<file path="config.mk">
export PLATFORM = sky130hd
export DESIGN_NAME = spi_host_master
export DESIGN_NICKNAME = d
export VERILOG_FILES = /design/src/rtl/spi_pkg.sv /design/src/rtl/spi_tick_gen.sv /design/src/rtl/spi_host_master.sv
export SDC_FILE = /design/constraint.sdc
export NUM_CORES = 1
export LEC_CHECK = 0
export BUFFER_PORTS_ARGS = -buffer_cell sky130_fd_sc_hd__buf_2
export CORE_MARGIN = 4
export CORE_UTILIZATION = 50
export CTS_BUF_LIST = sky130_fd_sc_hd__clkbuf_4
export DETAILED_ROUTE_END_ITERATION = 7
export HOLD_SLACK_MARGIN = 0.15
export PLACE_DENSITY = 0.7
export RECOVER_POWER = 25
export SLEW_MARGIN = 25
export SYNTH_ARGS = -nofsm -noshare
export SYNTH_HDL_FRONTEND = slang
export SYNTH_SLANG_ARGS = --single-unit
</file>
<file path="constraint.sdc">
create_clock -name sys_clk -period 2.5 [get_ports sys_clk]
set_clock_uncertainty 0.05 [all_clocks]
set_input_delay 0.125 -clock sys_clk [delete_from_list [all_inputs] [get_ports sys_clk]]
set_output_delay 0.125 -clock sys_clk [all_outputs]
set_load 0.02 [all_outputs]
</file>
<file path="src/rtl/spi_pkg.sv">
// Shared SPI definitions: FSM state encoding and default timing values,
// used by both the host master and the slave side.
package spi_pkg;

  typedef enum logic [1:0] {
    ST_IDLE  = 2'd0,
    ST_SETUP = 2'd1,
    ST_SHIFT = 2'd2,
    ST_GAP   = 2'd3
  } spi_state_t;

  // sys_clk cycles per sclk half-period
  localparam int SPI_CLK_DIV_DEFAULT    = 10;
  // minimum ss-low sys_clk cycles between consecutive bytes
  localparam int SPI_GAP_CYCLES_DEFAULT = 20;

endpackage

</file>
<file path="src/rtl/spi_tick_gen.sv">
// Half-period divider: one-cycle tick every CLK_DIV cycles while enabled,
// counter held at zero while disabled so each enable starts a fresh period.
module spi_tick_gen
  import spi_pkg::*;
#(
  parameter int CLK_DIV = SPI_CLK_DIV_DEFAULT
) (
  input  logic sys_clk,
  input  logic rst,
  input  logic en,
  output logic tick
);

  localparam logic [7:0] TERMINAL = 8'(CLK_DIV - 1);

  logic [7:0] cnt_reg;

  // Count 0..CLK_DIV-1 while enabled; restart from zero when disabled.
  always_ff @(posedge sys_clk or posedge rst) begin
    if (rst) begin
      cnt_reg <= '0;
    end else if (!en || cnt_reg == TERMINAL) begin
      cnt_reg <= '0;
    end else begin
      cnt_reg <= cnt_reg + 8'd1;
    end
  end

  assign tick = en && (cnt_reg == TERMINAL);

endmodule

</file>
<file path="src/rtl/spi_host_master.sv">
// SPI host master, mode 0 (sclk idle low, sample on rising, shift on
// falling), one byte per transfer, active-high slave select.
module spi_host_master
  import spi_pkg::*;
#(
  parameter int CLK_DIV    = SPI_CLK_DIV_DEFAULT,
  parameter int GAP_CYCLES = SPI_GAP_CYCLES_DEFAULT
) (
  input  logic       sys_clk,
  input  logic       rst,
  input  logic [7:0] tx_data,
  input  logic       tx_valid,
  output logic       tx_ready,
  output logic [7:0] rx_data,
  output logic       rx_valid,
  output logic       busy,
  output logic       ss,
  output logic       sclk,
  output logic       mosi,
  input  logic       miso
);

  // The IDLE cycle that accepts the next byte also has ss low, so GAP only
  // needs GAP_CYCLES-1 cycles (but always at least one) for the ss-low
  // window between bytes to be GAP_CYCLES long.
  localparam logic [8:0] GAP_LIMIT = 9'(GAP_CYCLES);

  spi_state_t state_reg, state_next;

  logic       tick;
  logic       tick_en;
  logic       accept;
  logic       shift_tick;
  logic       rise_evt;
  logic       fall_evt;
  logic       last_fall;
  logic       gap_done;

  logic [2:0] bit_cnt_reg;
  logic [7:0] tx_shift_reg;
  logic [7:0] rx_shift_reg;
  logic [7:0] gap_cnt_reg;
  logic [7:0] rx_data_reg;
  logic       rx_valid_reg;
  logic       ss_reg;
  logic       sclk_reg;
  logic       mosi_reg;

  assign tx_ready   = (state_reg == ST_IDLE);
  assign busy       = (state_reg != ST_IDLE);
  assign tick_en    = (state_reg == ST_SETUP) || (state_reg == ST_SHIFT);
  assign accept     = tx_ready && tx_valid;
  assign shift_tick = (state_reg == ST_SHIFT) && tick;
  assign rise_evt   = shift_tick && !sclk_reg;
  assign fall_evt   = shift_tick && sclk_reg;
  assign last_fall  = fall_evt && (bit_cnt_reg == 3'd7);
  assign gap_done   = (state_reg == ST_GAP) &&
                      (({1'b0, gap_cnt_reg} + 9'd2) >= GAP_LIMIT);

  spi_tick_gen #(
    .CLK_DIV(CLK_DIV)
  ) u_tick_gen (
    .sys_clk(sys_clk),
    .rst    (rst),
    .en     (tick_en),
    .tick   (tick)
  );

  // FSM state register.
  always_ff @(posedge sys_clk or posedge rst) begin
    if (rst) begin
      state_reg <= ST_IDLE;
    end else begin
      state_reg <= state_next;
    end
  end

  // FSM next-state logic.
  always_comb begin
    state_next = state_reg;
    case (state_reg)
      ST_IDLE:  if (accept)    state_next = ST_SETUP;
      ST_SETUP: if (tick)      state_next = ST_SHIFT;
      ST_SHIFT: if (last_fall) state_next = ST_GAP;
      ST_GAP:   if (gap_done)  state_next = ST_IDLE;
      default:                 state_next = ST_IDLE;
    endcase
  end

  // Serial pins and transmit shifter: load on accept, advance on falling edges.
  always_ff @(posedge sys_clk or posedge rst) begin
    if (rst) begin
      ss_reg       <= 1'b0;
      sclk_reg     <= 1'b0;
      mosi_reg     <= 1'b0;
      tx_shift_reg <= '0;
      bit_cnt_reg  <= '0;
    end else if (accept) begin
      ss_reg       <= 1'b1;
      mosi_reg     <= tx_data[7];
      tx_shift_reg <= tx_data;
      bit_cnt_reg  <= '0;
    end else if (rise_evt) begin
      sclk_reg <= 1'b1;
    end else if (last_fall) begin
      ss_reg   <= 1'b0;
      sclk_reg <= 1'b0;
      mosi_reg <= 1'b0;
    end else if (fall_evt) begin
      sclk_reg     <= 1'b0;
      mosi_reg     <= tx_shift_reg[6];
      tx_shift_reg <= {tx_shift_reg[6:0], 1'b0};
      bit_cnt_reg  <= bit_cnt_reg + 3'd1;
    end
  end

  // Receive path: sample miso on rising edges, publish after the last falling edge.
  always_ff @(posedge sys_clk or posedge rst) begin
    if (rst) begin
      rx_shift_reg <= '0;
      rx_data_reg  <= '0;
      rx_valid_reg <= 1'b0;
    end else begin
      rx_valid_reg <= last_fall;
      if (rise_evt) begin
        rx_shift_reg <= {rx_shift_reg[6:0], miso};
      end
      if (last_fall) begin
        rx_data_reg <= rx_shift_reg;
      end
    end
  end

  // Inter-byte gap counter, cleared whenever the block is outside GAP.
  always_ff @(posedge sys_clk or posedge rst) begin
    if (rst) begin
      gap_cnt_reg <= '0;
    end else if (state_reg == ST_GAP) begin
      gap_cnt_reg <= gap_cnt_reg + 8'd1;
    end else begin
      gap_cnt_reg <= '0;
    end
  end

  assign ss       = ss_reg;
  assign sclk     = sclk_reg;
  assign mosi     = mosi_reg;
  assign rx_data  = rx_data_reg;
  assign rx_valid = rx_valid_reg;

endmodule

</file>
-- Word level (Yosys, flattened, before mapping)
Index checks and enable logic that the tools add are counted.
- register bits after elaboration: 48
- input bits: 12
- output and inout bits: 14
- logic and storage cells: 75
- add/sub/neg operators: 4
- order comparisons: 1
- eq/ne operators: 11
- mux-type cells: 25
- bitwise logic cells: 1
- reduce and logical (&&, ||, !) cells: 22
- operator list (operator ; number):
    $mux W7 ; 4
    $add A8 B1 Y8 const B ; 2
    $mux W8 ; 2
    $mux W3 ; 4
    $mux W1 ; 10
    $ne A2 B2 Y1 const B ; 5
    $add A8 B2 Y9 const B ; 1
    $ge A9 B5 Y1 const B ; 1
    $eq A8 B4 Y1 const B ; 1
    $mux W2 ; 4
    $pmux W2 S4 ; 1
    $logic_and A1 B1 Y1 ; 7
    $reduce_and A2 Y1 ; 3
    $reduce_bool A2 Y1 ; 3
    $reduce_bool A3 Y1 ; 2
    $eq A2 B2 Y1 const B ; 2
    $reduce_and A4 Y1 ; 1
    $add A3 B1 Y3 const B ; 1
    $eq A3 B3 Y1 const B ; 1
    $reduce_and A3 Y1 ; 1
    $eq A2 B1 Y1 const B ; 1
    $logic_not A1 Y1 ; 2
    $logic_not A2 Y1 ; 1
    $logic_or A1 B1 Y1 ; 2
    other kinds (2) ; 2

-- Logic depth before layout (Yosys ltp)
Gate-level depths: netlist (run 1).
- depth in word-level cells: 9
- mapped depth: 7
- mapped depth without buffers: 7

-- By module
From an unflattened synthesis (run 1), not the netlist that was laid out.
- cell total of the unflattened synthesis: 216
- area, all modules: 2277.2 um^2
- by module, submodules not included (module ; times used ; cells an instance ; area each (um^2) ; seq. area each (um^2)):
    spi_host_master ; 1 ; 175 ; 1875.5 ; 1001.0
    spi_tick_gen ; 1 ; 41 ; 401.6 ; 200.2

-- Worst setup path before layout (run 1)
No wires, ideal clock.
- kind: register -> register
- from: reg state_reg[0]
- to: reg tx_shift_reg[1]
- setup time: 131 ps
- arrival: 1667 ps
- data required time: 2319 ps
- setup slack: 651 ps
- cell stages (with the launch flop): 8
- cells stage by stage: dfrtp_1 inv_1 ha_1 and2_1 nand4_2 nor2_8 mux2i_1 o21ai_1
- word-level cells in the longest chain between the ends: 8
- elaborated cells on any way between the ends: 15
- ends and longest elaborated chain (element ; line ; text):
    start: declaration ; spi_host_master.sv:28 ; spi_state_t state_reg, state_next;
    start signal: assignment ; spi_host_master.sv:74 ; state_reg <= state_next;
    $eq A2 B1 Y1 / $eq A2 B2 Y1 (equally long branches) ; spi_host_master.sv:51, spi_host_master.sv:53 ;
    $logic_or A1 B1 Y1 ; spi_host_master.sv:51 ; assign tick_en = (state_reg == ST_SETUP) || (state_reg == ST_SHIFT);
    $logic_and A1 B1 Y1 ; spi_tick_gen.sv:29 ; assign tick = en && (cnt_reg == TERMINAL);
    $logic_and A1 B1 Y1 ; spi_host_master.sv:53 ; assign shift_tick = (state_reg == ST_SHIFT) && tick;
    $logic_and A1 B1 Y1 ; spi_host_master.sv:55 ; assign fall_evt = shift_tick && sclk_reg;
    $logic_and A1 B1 Y1 ; spi_host_master.sv:56 ; assign last_fall = fall_evt && (bit_cnt_reg == 3'd7);
    $ne A2 B2 Y1 (no source line) ; -- ;
    $reduce_and A3 Y1 (no source line) ; -- ;
    end signal: assignment ; spi_host_master.sv:101 ; tx_shift_reg <= tx_data;
    end signal: assignment ; spi_host_master.sv:112 ; tx_shift_reg <= {tx_shift_reg[6:0], 1'b0};
    end: declaration ; spi_host_master.sv:40 ; logic [7:0] tx_shift_reg;
Several ways; a longest one is shown, not always the timed one.
A chain may end at the register's enable or synchronous reset.

-- Worst setup path in the final report (run 1)
- from: reg state_reg[0]
- to: reg tx_shift_reg[4]
Same word-level chain as after synthesis.

==> flow_metrics.py, run 1 <==
metrics = {
    "status": {
        "status": "finished, violations left",
        "violations": "max-capacitance violations, max-slew violations",
    },
    "clock_network": {
        "clockBufferDepth": 2,
        "clock-sinks": 48,
        "holdBufCountCts": 11,
        "cts_buffers": 5,
        "ctsResizeCount": 0,
        "cts_root_buf": "clkbuf_4",
        "cts_tree": "done",
        "postCtsSetupRepairBufs": 0,
        "cts.htree.levels": 2,
        "clk_pin_slew_ns": 0.14,
        "insertion_delay_ns": 0.37,
    },
    "yosys": {
        "synth_fa_ha_area_frac": 0.0595,
        "seq_area_frac_synth": 0.519,
        "syn_area_per_cell_um2": 11.9,
        "synth_edf_count": 0,
        "synth_seq_cells": 48,
        "muxShareOfSynthArea": 0.117,
        "async_reset_ff_frac": 1.00,
        "ys.warnings.count": 0,
        "syn-cell-area_mm2": 0.00231,
        "synth-simple-area-share": 0.161,
        "ys.flop_type": "dfrtp_1",
        "synth_top_family_by_area": "simple AND/OR/NAND/NOR gates",
        "synthDistinctLibCells": 40,
        "syn_nets": 218,
        "netlist_instances": 195,
        "synthXorXnorAreaFrac": 0.0530,
        "synth-compound-area-share": 0.0644,
    },
    "layout": {
        "finalNonFillerCells": 287,
        "antenna_cells": 0,
        "mostFrequentLayoutCells": "dfrtp_1, buf_2, mux2_2, nand2_1, nor2_1",
        "drive_gt1_frac": 0.264,
        "layout_commonest_cell": "dfrtp_1",
        "nNetsFinal": 257,
        "area_delta_synth_final_pct": 15.8,
        "post-route-util": 0.607,
    },
    "floorplanning": {
        "dieArea_mm2": 0.00578,
        "num_rows": 24,
        "die_y_um": 76.0,
        "io_pins": 26,
        "initial_core_util": 0.524,
        "fp.coreArea_mm2": 0.00441,
        "dieWidth_um": 76.0,
    },
    "global_route": {
        "grt_pass1_wl_um": 7360,
        "antenna_found_initial": 0,
        "grt_util_all_layers": 0.153,
        "overflow": 0,
        "grt_start_max_net_pins": 49,
        "grt_pass1_vias": 1600,
    },
    "sta": {
        "maxSlewHeadroom": -0.169,
        "final-hold-violation-count": 0,
        "fin_ws_ns": 0.416,
        "worst_pin_slew_ns": 1.75,
        "rsz0062_at_grt": "no",
        "fmax_mhz": 480,
        "layout_min_cycle_time_ns": 2.08,
        "maxSlewViolCount": 49,
        "finalSetupViolations": 0,
        "post-route-period-util": 0.834,
        "setup_tns_ns": 0,
    },
    "worst_setup_path": {
        "cp_max_fo": 9,
        "crit_arrival_ns": 2.28,
        "startpoint_type": "flop",
        "r2r_setup_slack_ns": 0.42,
        "r2r-end": "tx_shift_reg[4]$_DFFE_PP0P_",
        "cp-end-kind": "flop",
        "critPathKind": "reg2reg",
        "worst_ep_required_time_ns": 2.70,
        "r2r-start": "state_reg[0]$_DFFE_PP0P_",
        "reg2reg_depth": 7,
    },
    "drt": {
        "route.met3.wl_um": 136,
        "met2_length_um": 2000,
        "drtPass1Iterations": 4,
        "antenna_left": 0,
        "vias": 1533,
        "wl_met1_um": 1800,
        "vias_per_cell": 5.34,
        "drcViolationCount": 0,
        "wl_per_cell_um": 14.0,
        "drt_iter0_drc": 86,
        "highest_layer": "met4",
        "routed_wl_um": 4020,
    },
    "placement": {
        "placed_cells": 268,
        "place_ws_ns": 0.437,
        "hpwlAfterDp_um": 2780,
        "gp_congestion": 0.736,
        "portBuffers": 25,
    },
    "pwr": {
        "ir_drop_v": 0.000413,
        "cellPowerDensity_mw_per_mm2": 748,
        "p_leak_uw": 0.00129,
    },
    "worst_hold_path": {
        "hold_class": "in2reg",
        "hold_depth": 4,
        "hp-start": "tx_data[1]",
        "hold_path_end": "tx_shift_reg[1]$_DFFE_PP0P_",
    },
    "job": {
        "maxCapViolCount": 1,
    },
}
==> cells by family after synthesis <==
family / after synthesis
AND/OR/NAND/NOR: 59
flip-flops: 48
multiplexers: 25
AO/OA/AOI/OAI: 23
buffers and inverters: 15
XOR/XNOR: 14
adder cells (fa/ha/maj): 11
==> stage by stage <==
stage | instance area (µm²) | power [µW] | hold WS, ns
3_5_place_dp | 2490 | 1560 | 0.289
4_1_cts | 2680 | 2030 | 0.433
5_1_grt | 2680 | 2150 | 0.428
2_1_floorplan | 2310 | 1410 | 0.192
3_3_place_gp | 2490 | 1540 | 0.297
6_report | 2680 | 2010 | 0.445
==> where the power goes <==
part           switching, µW  internal (µW)
combinational            325            234
sequential              95.2            890
clock                    241            221
total                    660           1340
==> how the worst max path moves through the flow <==
stage,from,end,slack [ns]
after floorplan,state_reg[0]$_DFFE_PP0P_,tx_shift_reg[1]$_DFFE_PP0P_,0.65
after global placement,state_reg[0]$_DFFE_PP0P_,tx_shift_reg[4]$_DFFE_PP0P_,0.47
after detailed placement,state_reg[1]$_DFFE_PP0P_,tx_shift_reg[4]$_DFFE_PP0P_,0.44
after CTS,state_reg[0]$_DFFE_PP0P_,tx_shift_reg[4]$_DFFE_PP0P_,0.40
after global routing,rst,gap_cnt_reg[2]$_DFF_PP0_,0.20
final,state_reg[0]$_DFFE_PP0P_,tx_shift_reg[4]$_DFFE_PP0P_,0.42
==> Yosys cell counts (all sizes together) (2+ instances only) <==
cell	instances	area (µm²)
inv	10	37.5
ha	11	138
nor2b	2	12.5
and2	8	51.3
nor2	14	76.3
and3	3	18.8
nor3	2	10.0
xor2	6	52.6
nand2	13	51.3
dfrtp	48	1200
o21ai	13	65.1
mux2i	8	80.1
clkbuf	4	15.0
nand3	8	40.0
a21boi	2	15.0
xnor2	8	70.1
nand4	3	40.0
nor3b	2	20.0
nor4b	2	38.8
mux2	17	191
==> metal layers <==
layer | up-vias | global-route usage
li1 | 752 | -
met1 | 745 | 0.196
met2 | 28 | 0.247
met3 | 8 | 0.0426
met4 | 0 | 0.0534
met5 | - | 0
==> final cells by class <==
type	count	area (µm²)
Sequential cell	48	1200
Clock inverter	2	35.0
Fill cell	377	1740
Timing Repair Buffer	37	243
Tap cell	52	65.1
Multi-Input combinational cell	132	1050
Inverter	10	37.5
Clock buffer	6	45.0
==> critical path, cell delays in order (launching register included) <==
cell     delay (ns)
dfrtp_1        0.41
inv_1          0.09
ha_1           0.33
and2_1         0.26
nand4_2        0.26
nor2_8         0.28
mux2i_1        0.21
o21ai_1        0.08
Power figures use the tool's default switching activity.
==> run 2: changes to the inputs <==
PLACE_DENSITY = 0.73   (was 0.7)
clock period = 1.74 ns   (was 2.5 ns; I/O delays follow)
==> flow_metrics.py, run 2 (same netlist as run 1, synthesis figures left out) <==
metrics = {
    "drt": {
        "vias_per_cell": 5.18,
        "highest_layer": "met4",
        "met2_length_um": 2430,
        "wl_met1_um": 2200,
        "drtPass1Iterations": 4,
        "vias": 1674,
        "route.met3.wl_um": 185,
        "wl_per_cell_um": 15.1,
        "drcViolationCount": 0,
        "routed_wl_um": 4870,
        "antenna_left": 0,
        "drt_iter0_drc": 60,
    },
    "sta": {
        "worst_pin_slew_ns": 0.726,
        "layout_min_cycle_time_ns": 1.81,
        "final-hold-violation-count": 0,
        "post-route-period-util": 1.04,
        "fmax_mhz": 553,
        "maxSlewHeadroom": 0.515,
        "rsz0062_at_grt": "yes",
        "finalSetupViolations": 26,
        "fin_ws_ns": -0.0672,
        "setup_tns_ns": -0.776,
        "maxSlewViolCount": 0,
    },
    "job": {
        "maxCapViolCount": 0,
    },
    "pwr": {
        "ir_drop_v": 0.000551,
        "p_int_uw": 2020,
        "switching_share": 0.356,
        "design_power_total_uw": 3140,
        "switchingPower_uw": 1120,
        "seqPwrFrac": 0.444,
        "pwr-share-comb": 0.391,
        "p_leak_uw": 0.00147,
        "clkPwrFrac": 0.164,
        "cellPowerDensity_mw_per_mm2": 1010,
    },
    "status": {
        "violations": "negative setup slack",
        "status": "finished, violations left",
    },
    "worst_setup_path": {
        "crit_arrival_ns": 2.01,
        "startpoint_type": "flop",
        "worst_ep_required_time_ns": 1.94,
        "cp-end-kind": "flop",
        "r2r-end": "tx_shift_reg[4]$_DFFE_PP0P_",
        "reg2reg_depth": 7,
        "critPathKind": "reg2reg",
        "cp_max_fo": 5,
        "r2r-start": "state_reg[0]$_DFFE_PP0P_",
        "r2r_setup_slack_ns": -0.07,
    },
    "clock_network": {
        "cts_tree": "done",
        "cts_buffers": 5,
        "clock-sinks": 48,
        "cts_root_buf": "clkbuf_4",
        "cts.htree.levels": 2,
        "clk_pin_slew_ns": 0.14,
        "clockBufferDepth": 2,
        "insertion_delay_ns": 0.36,
    },
    "layout": {
        "mostFrequentLayoutCells": "dfrtp_1, buf_4, buf_2, nand2_1, nor2_1",
        "fin_area_mm2": 0.00312,
        "nFillCells": 321,
        "antenna_cells": 0,
        "multi_input_area_mm2": 0.00124,
        "layout_commonest_cell": "dfrtp_1",
        "drive_gt1_frac": 0.424,
        "nNetsFinal": 293,
        "area_delta_synth_final_pct": 34.8,
        "regArea_mm2": 0.00120,
    },
    "floorplanning": {
        "die_y_um": 76.0,
        "dieWidth_um": 76.0,
        "dieArea_mm2": 0.00578,
        "fp.coreArea_mm2": 0.00441,
        "num_rows": 24,
        "initial_core_util": 0.524,
        "io_pins": 26,
    },
    "global_route": {
        "grt_util_all_layers": 0.176,
        "grt_start_max_net_pins": 21,
        "grt_pass1_wl_um": 8420,
        "overflow": 0,
        "grt_pass1_vias": 1808,
        "antenna_found_initial": 0,
    },
    "worst_hold_path": {
        "hold_class": "in2async",
    },
    "placement": {
        "portBuffers": 25,
        "hpwlAfterDp_um": 3060,
        "gp_congestion": 0.854,
        "dpl-instance-area_mm2": 0.00274,
    },
}
run 2: repair_timing:
action,in CTS,in global routing
gates cloned,2,0
setup buffers,3,1
hold endpoints to repair,59,0
hold buffers,11,0
resized for setup,23,14
pin swaps,10,6
endpoints found under the setup margin,28,38
run 2: how the worst max path moves through the flow:
stage / endpoint / start / slack (ns)
2_1_floorplan: tx_shift_reg[1]$_DFFE_PP0P_ / state_reg[0]$_DFFE_PP0P_ / -0.06
3_3_place_gp: rx_shift_reg[6]$_DFFE_PP0P_ / u_tick_gen.cnt_reg[1]$_DFF_PP0_ / -0.07
3_5_place_dp: rx_shift_reg[6]$_DFFE_PP0P_ / u_tick_gen.cnt_reg[1]$_DFF_PP0_ / -0.14
4_1_cts: state_reg[1]$_DFFE_PP0P_ / gap_cnt_reg[1]$_DFF_PP0_ / -0.06
5_1_grt: tx_shift_reg[5]$_DFFE_PP0P_ / u_tick_gen.cnt_reg[1]$_DFF_PP0_ / -0.18
6_report: tx_shift_reg[4]$_DFFE_PP0P_ / state_reg[0]$_DFFE_PP0P_ / -0.07
run 2: area by class of cell:
type,count,share of cell area
inverter,10,0.0120
clock buffer,5,0.0120
timing repair buffer,71,0.165
sequential,48,0.386
clock inverter,3,0.00562
multi-input combinational,134,0.398
tap,52,0.0209
run 2: metal layers:
| layer | up-vias | GRT usage |
|---|---|---|
| li1 | 818 | - |
| met1 | 824 | 0.229 |
| met2 | 26 | 0.289 |
| met3 | 6 | 0.0508 |
| met4 | 0 | 0.0445 |
| met5 | - | 0 |
run 2: per-stage QoR:
step | util | hold WS (ns) | std cells | worst slack [ns]
after floorplan | - | 0.154 | 195 | -0.0593
after global placement | 0.620 | 0.0539 | 298 | -0.0729
after detailed placement | 0.620 | 0.0493 | 298 | -0.135
after CTS | 0.694 | 0.185 | 322 | -0.0612
after global routing | 0.706 | 0.370 | 323 | -0.175
final | 0.706 | 0.317 | 323 | -0.0672
run 2: power by group through the flow:
| stage | combinational (µW) | sequential (µW) | clock, µW |
|---|---|---|---|
| floorplan | 624 | 1420 | 0 |
| global placement | 1000 | 1400 | 0 |
| detailed placement | 1020 | 1400 | 0 |
| CTS | 1150 | 1390 | 536 |
| global route | 1350 | 1420 | 580 |
| finish | 1230 | 1390 | 515 |
run 2: worst max-delay path: stages, from the launching register on:
cell and delay, ns:
dfrtp_1 0.37, inv_1 0.07, ha_1 0.31, and2_4 0.19
nand4_4 0.19, nor2_8 0.23, mux2i_1 0.20, o21ai_1 0.09
==> run 3: changes to the inputs <==
GPL_TIMING_DRIVEN = 0   (was default)
==> flow_metrics.py, run 3 (same netlist as run 1, synthesis figures left out) <==
metrics = {
    "clock_network": {
        "cts_tree": "done",
        "clock-sinks": 48,
        "clockBufferDepth": 2,
        "cts.htree.levels": 2,
        "cts_buffers": 5,
        "insertion_delay_ns": 0.36,
        "clk_pin_slew_ns": 0.13,
        "cts_root_buf": "clkbuf_4",
    },
    "layout": {
        "mostFrequentLayoutCells": "dfrtp_1, buf_2, buf_4, nand2_1, nor2_1",
        "drive_gt1_frac": 0.384,
        "nFillCells": 323,
        "nNetsFinal": 278,
        "antenna_cells": 0,
        "multi_input_area_mm2": 0.00120,
        "regArea_mm2": 0.00120,
        "layout_commonest_cell": "dfrtp_1",
        "area_delta_synth_final_pct": 28.7,
        "post-route-util": 0.675,
    },
    "drt": {
        "drtPass1Iterations": 4,
        "vias_per_cell": 5.23,
        "routed_wl_um": 4680,
        "drcViolationCount": 0,
        "vias": 1605,
        "antenna_left": 0,
        "drt_iter0_drc": 69,
        "wl_per_cell_um": 15.2,
    },
    "floorplanning": {
        "io_pins": 26,
        "die_y_um": 76.0,
        "initial_core_util": 0.524,
        "fp.coreArea_mm2": 0.00441,
        "dieWidth_um": 76.0,
        "num_rows": 24,
        "dieArea_mm2": 0.00578,
    },
    "worst_setup_path": {
        "critPathKind": "reg2reg",
        "crit_arrival_ns": 2.13,
        "reg2reg_depth": 8,
        "cp-end-kind": "flop",
        "cp_max_fo": 5,
        "r2r-start": "state_reg[0]$_DFFE_PP0P_",
        "startpoint_type": "flop",
        "r2r-end": "mosi$_DFFE_PP0P_",
        "worst_ep_required_time_ns": 1.98,
        "r2r_setup_slack_ns": -0.15,
    },
    "global_route": {
        "grt_start_max_net_pins": 30,
        "grt_pass1_vias": 1815,
        "overflow": 0,
        "grt_util_all_layers": 0.180,
        "antenna_found_initial": 0,
        "grt_pass1_wl_um": 8460,
    },
    "pwr": {
        "seqPwrFrac": 0.471,
        "clkPwrFrac": 0.165,
        "pwr-share-comb": 0.364,
        "switchingPower_uw": 1060,
        "switching_share": 0.354,
        "p_int_uw": 1930,
        "cellPowerDensity_mw_per_mm2": 1000,
        "p_leak_uw": 0.00139,
        "ir_drop_v": 0.000663,
    },
    "sta": {
        "fin_ws_ns": -0.154,
        "setup_tns_ns": -2.59,
        "finalSetupViolations": 27,
        "final-hold-violation-count": 0,
        "maxSlewViolCount": 0,
        "post-route-period-util": 1.09,
        "layout_min_cycle_time_ns": 1.89,
        "rsz0062_at_grt": "yes",
        "worst_pin_slew_ns": 0.780,
        "fmax_mhz": 528,
        "maxSlewHeadroom": 0.479,
    },
    "placement": {
        "portBuffers": 25,
        "gp_congestion": 0.779,
        "hpwlAfterDp_um": 2920,
    },
    "status": {
        "violations": "negative setup slack",
        "status": "finished, violations left",
    },
    "job": {
        "maxCapViolCount": 0,
    },
    "worst_hold_path": {
        "hold_class": "in2async",
    },
}
==> run 3: cell count changes in the layout (fill, tap and decap cells not counted), sizes merged <==
cell,change
buf,-15
inv,-1
nand4,-1
clkbuf,+1
==> run 3: through the flow <==
step | hold WS [ns] | power [µW] | cell area [µm²] | setup WS, ns | std cells
3_5_place_dp | 0.0715 | 2280 | 2540 | -0.251 | 273
4_1_cts | 0.219 | 2970 | 2930 | -0.150 | 304
3_3_place_gp | 0.250 | 2230 | 2520 | -0.230 | 272
5_1_grt | 0.412 | 3210 | 2980 | -0.260 | 307
2_1_floorplan | 0.154 | 2040 | 2330 | -0.0593 | 195
6_report | 0.350 | 2990 | 2980 | -0.154 | 307
==> run 3: cell type report <==
| type | count | share of cell area |
|---|---|---|
| clock inverter | 2 | 0.00420 |
| clock buffer | 5 | 0.0126 |
| timing repair buffer | 54 | 0.134 |
| multi-input combinational | 133 | 0.404 |
| inverter | 10 | 0.0126 |
| sequential | 48 | 0.405 |
| buffer | 3 | 0.00588 |
| tap | 52 | 0.0218 |
==> run 3: timing repair <==
item,CTS,global route
hold buffers,11,0
buffers inserted,14,3
cloned,1,0
gates resized for setup,24,12
endpoints found under the setup margin,37,39
endpoints found under the hold margin,58,0
pin swaps,10,8
==> run 3: critical path: stages, from the launching register on <==
cell	delay (ns)
dfrtp_1	0.40
inv_1	0.09
ha_1	0.35
and2_4	0.21
nand4_4	0.18
buf_4	0.21
nor3b_2	0.15
a21oi_1	0.06
o21ai_1	0.12
==> run 3: power by group through the flow <==
stage | registers (µW) | clock network (µW) | logic (µW)
final | 1410 | 493 | 1090
after global routing | 1430 | 577 | 1210
after CTS | 1400 | 511 | 1060
after detailed placement | 1440 | 0 | 843
after global placement | 1430 | 0 | 804
after floorplan | 1420 | 0 | 624
==> run 3: routing by layer <==
layer / up-vias / part of all wire / track usage
li1: 789 / - / -
met1: 779 / 0.43 / 0.224
met2: 28 / 0.51 / 0.295
met3: 9 / 0.037 / 0.0496
met4: 0 / 0.022 / 0.0747
met5: - / 0 / 0
==> run 3: worst max-delay path by stage <==
stage / endpoint / start
after floorplan: tx_shift_reg[1]$_DFFE_PP0P_ / state_reg[0]$_DFFE_PP0P_
after global placement: rx_shift_reg[4]$_DFFE_PP0P_ / u_tick_gen.cnt_reg[1]$_DFF_PP0_
after detailed placement: rx_shift_reg[5]$_DFFE_PP0P_ / u_tick_gen.cnt_reg[1]$_DFF_PP0_
after CTS: tx_shift_reg[5]$_DFFE_PP0P_ / u_tick_gen.cnt_reg[1]$_DFF_PP0_
after global routing: mosi$_DFFE_PP0P_ / u_tick_gen.cnt_reg[1]$_DFF_PP0_
final: mosi$_DFFE_PP0P_ / state_reg[0]$_DFFE_PP0P_
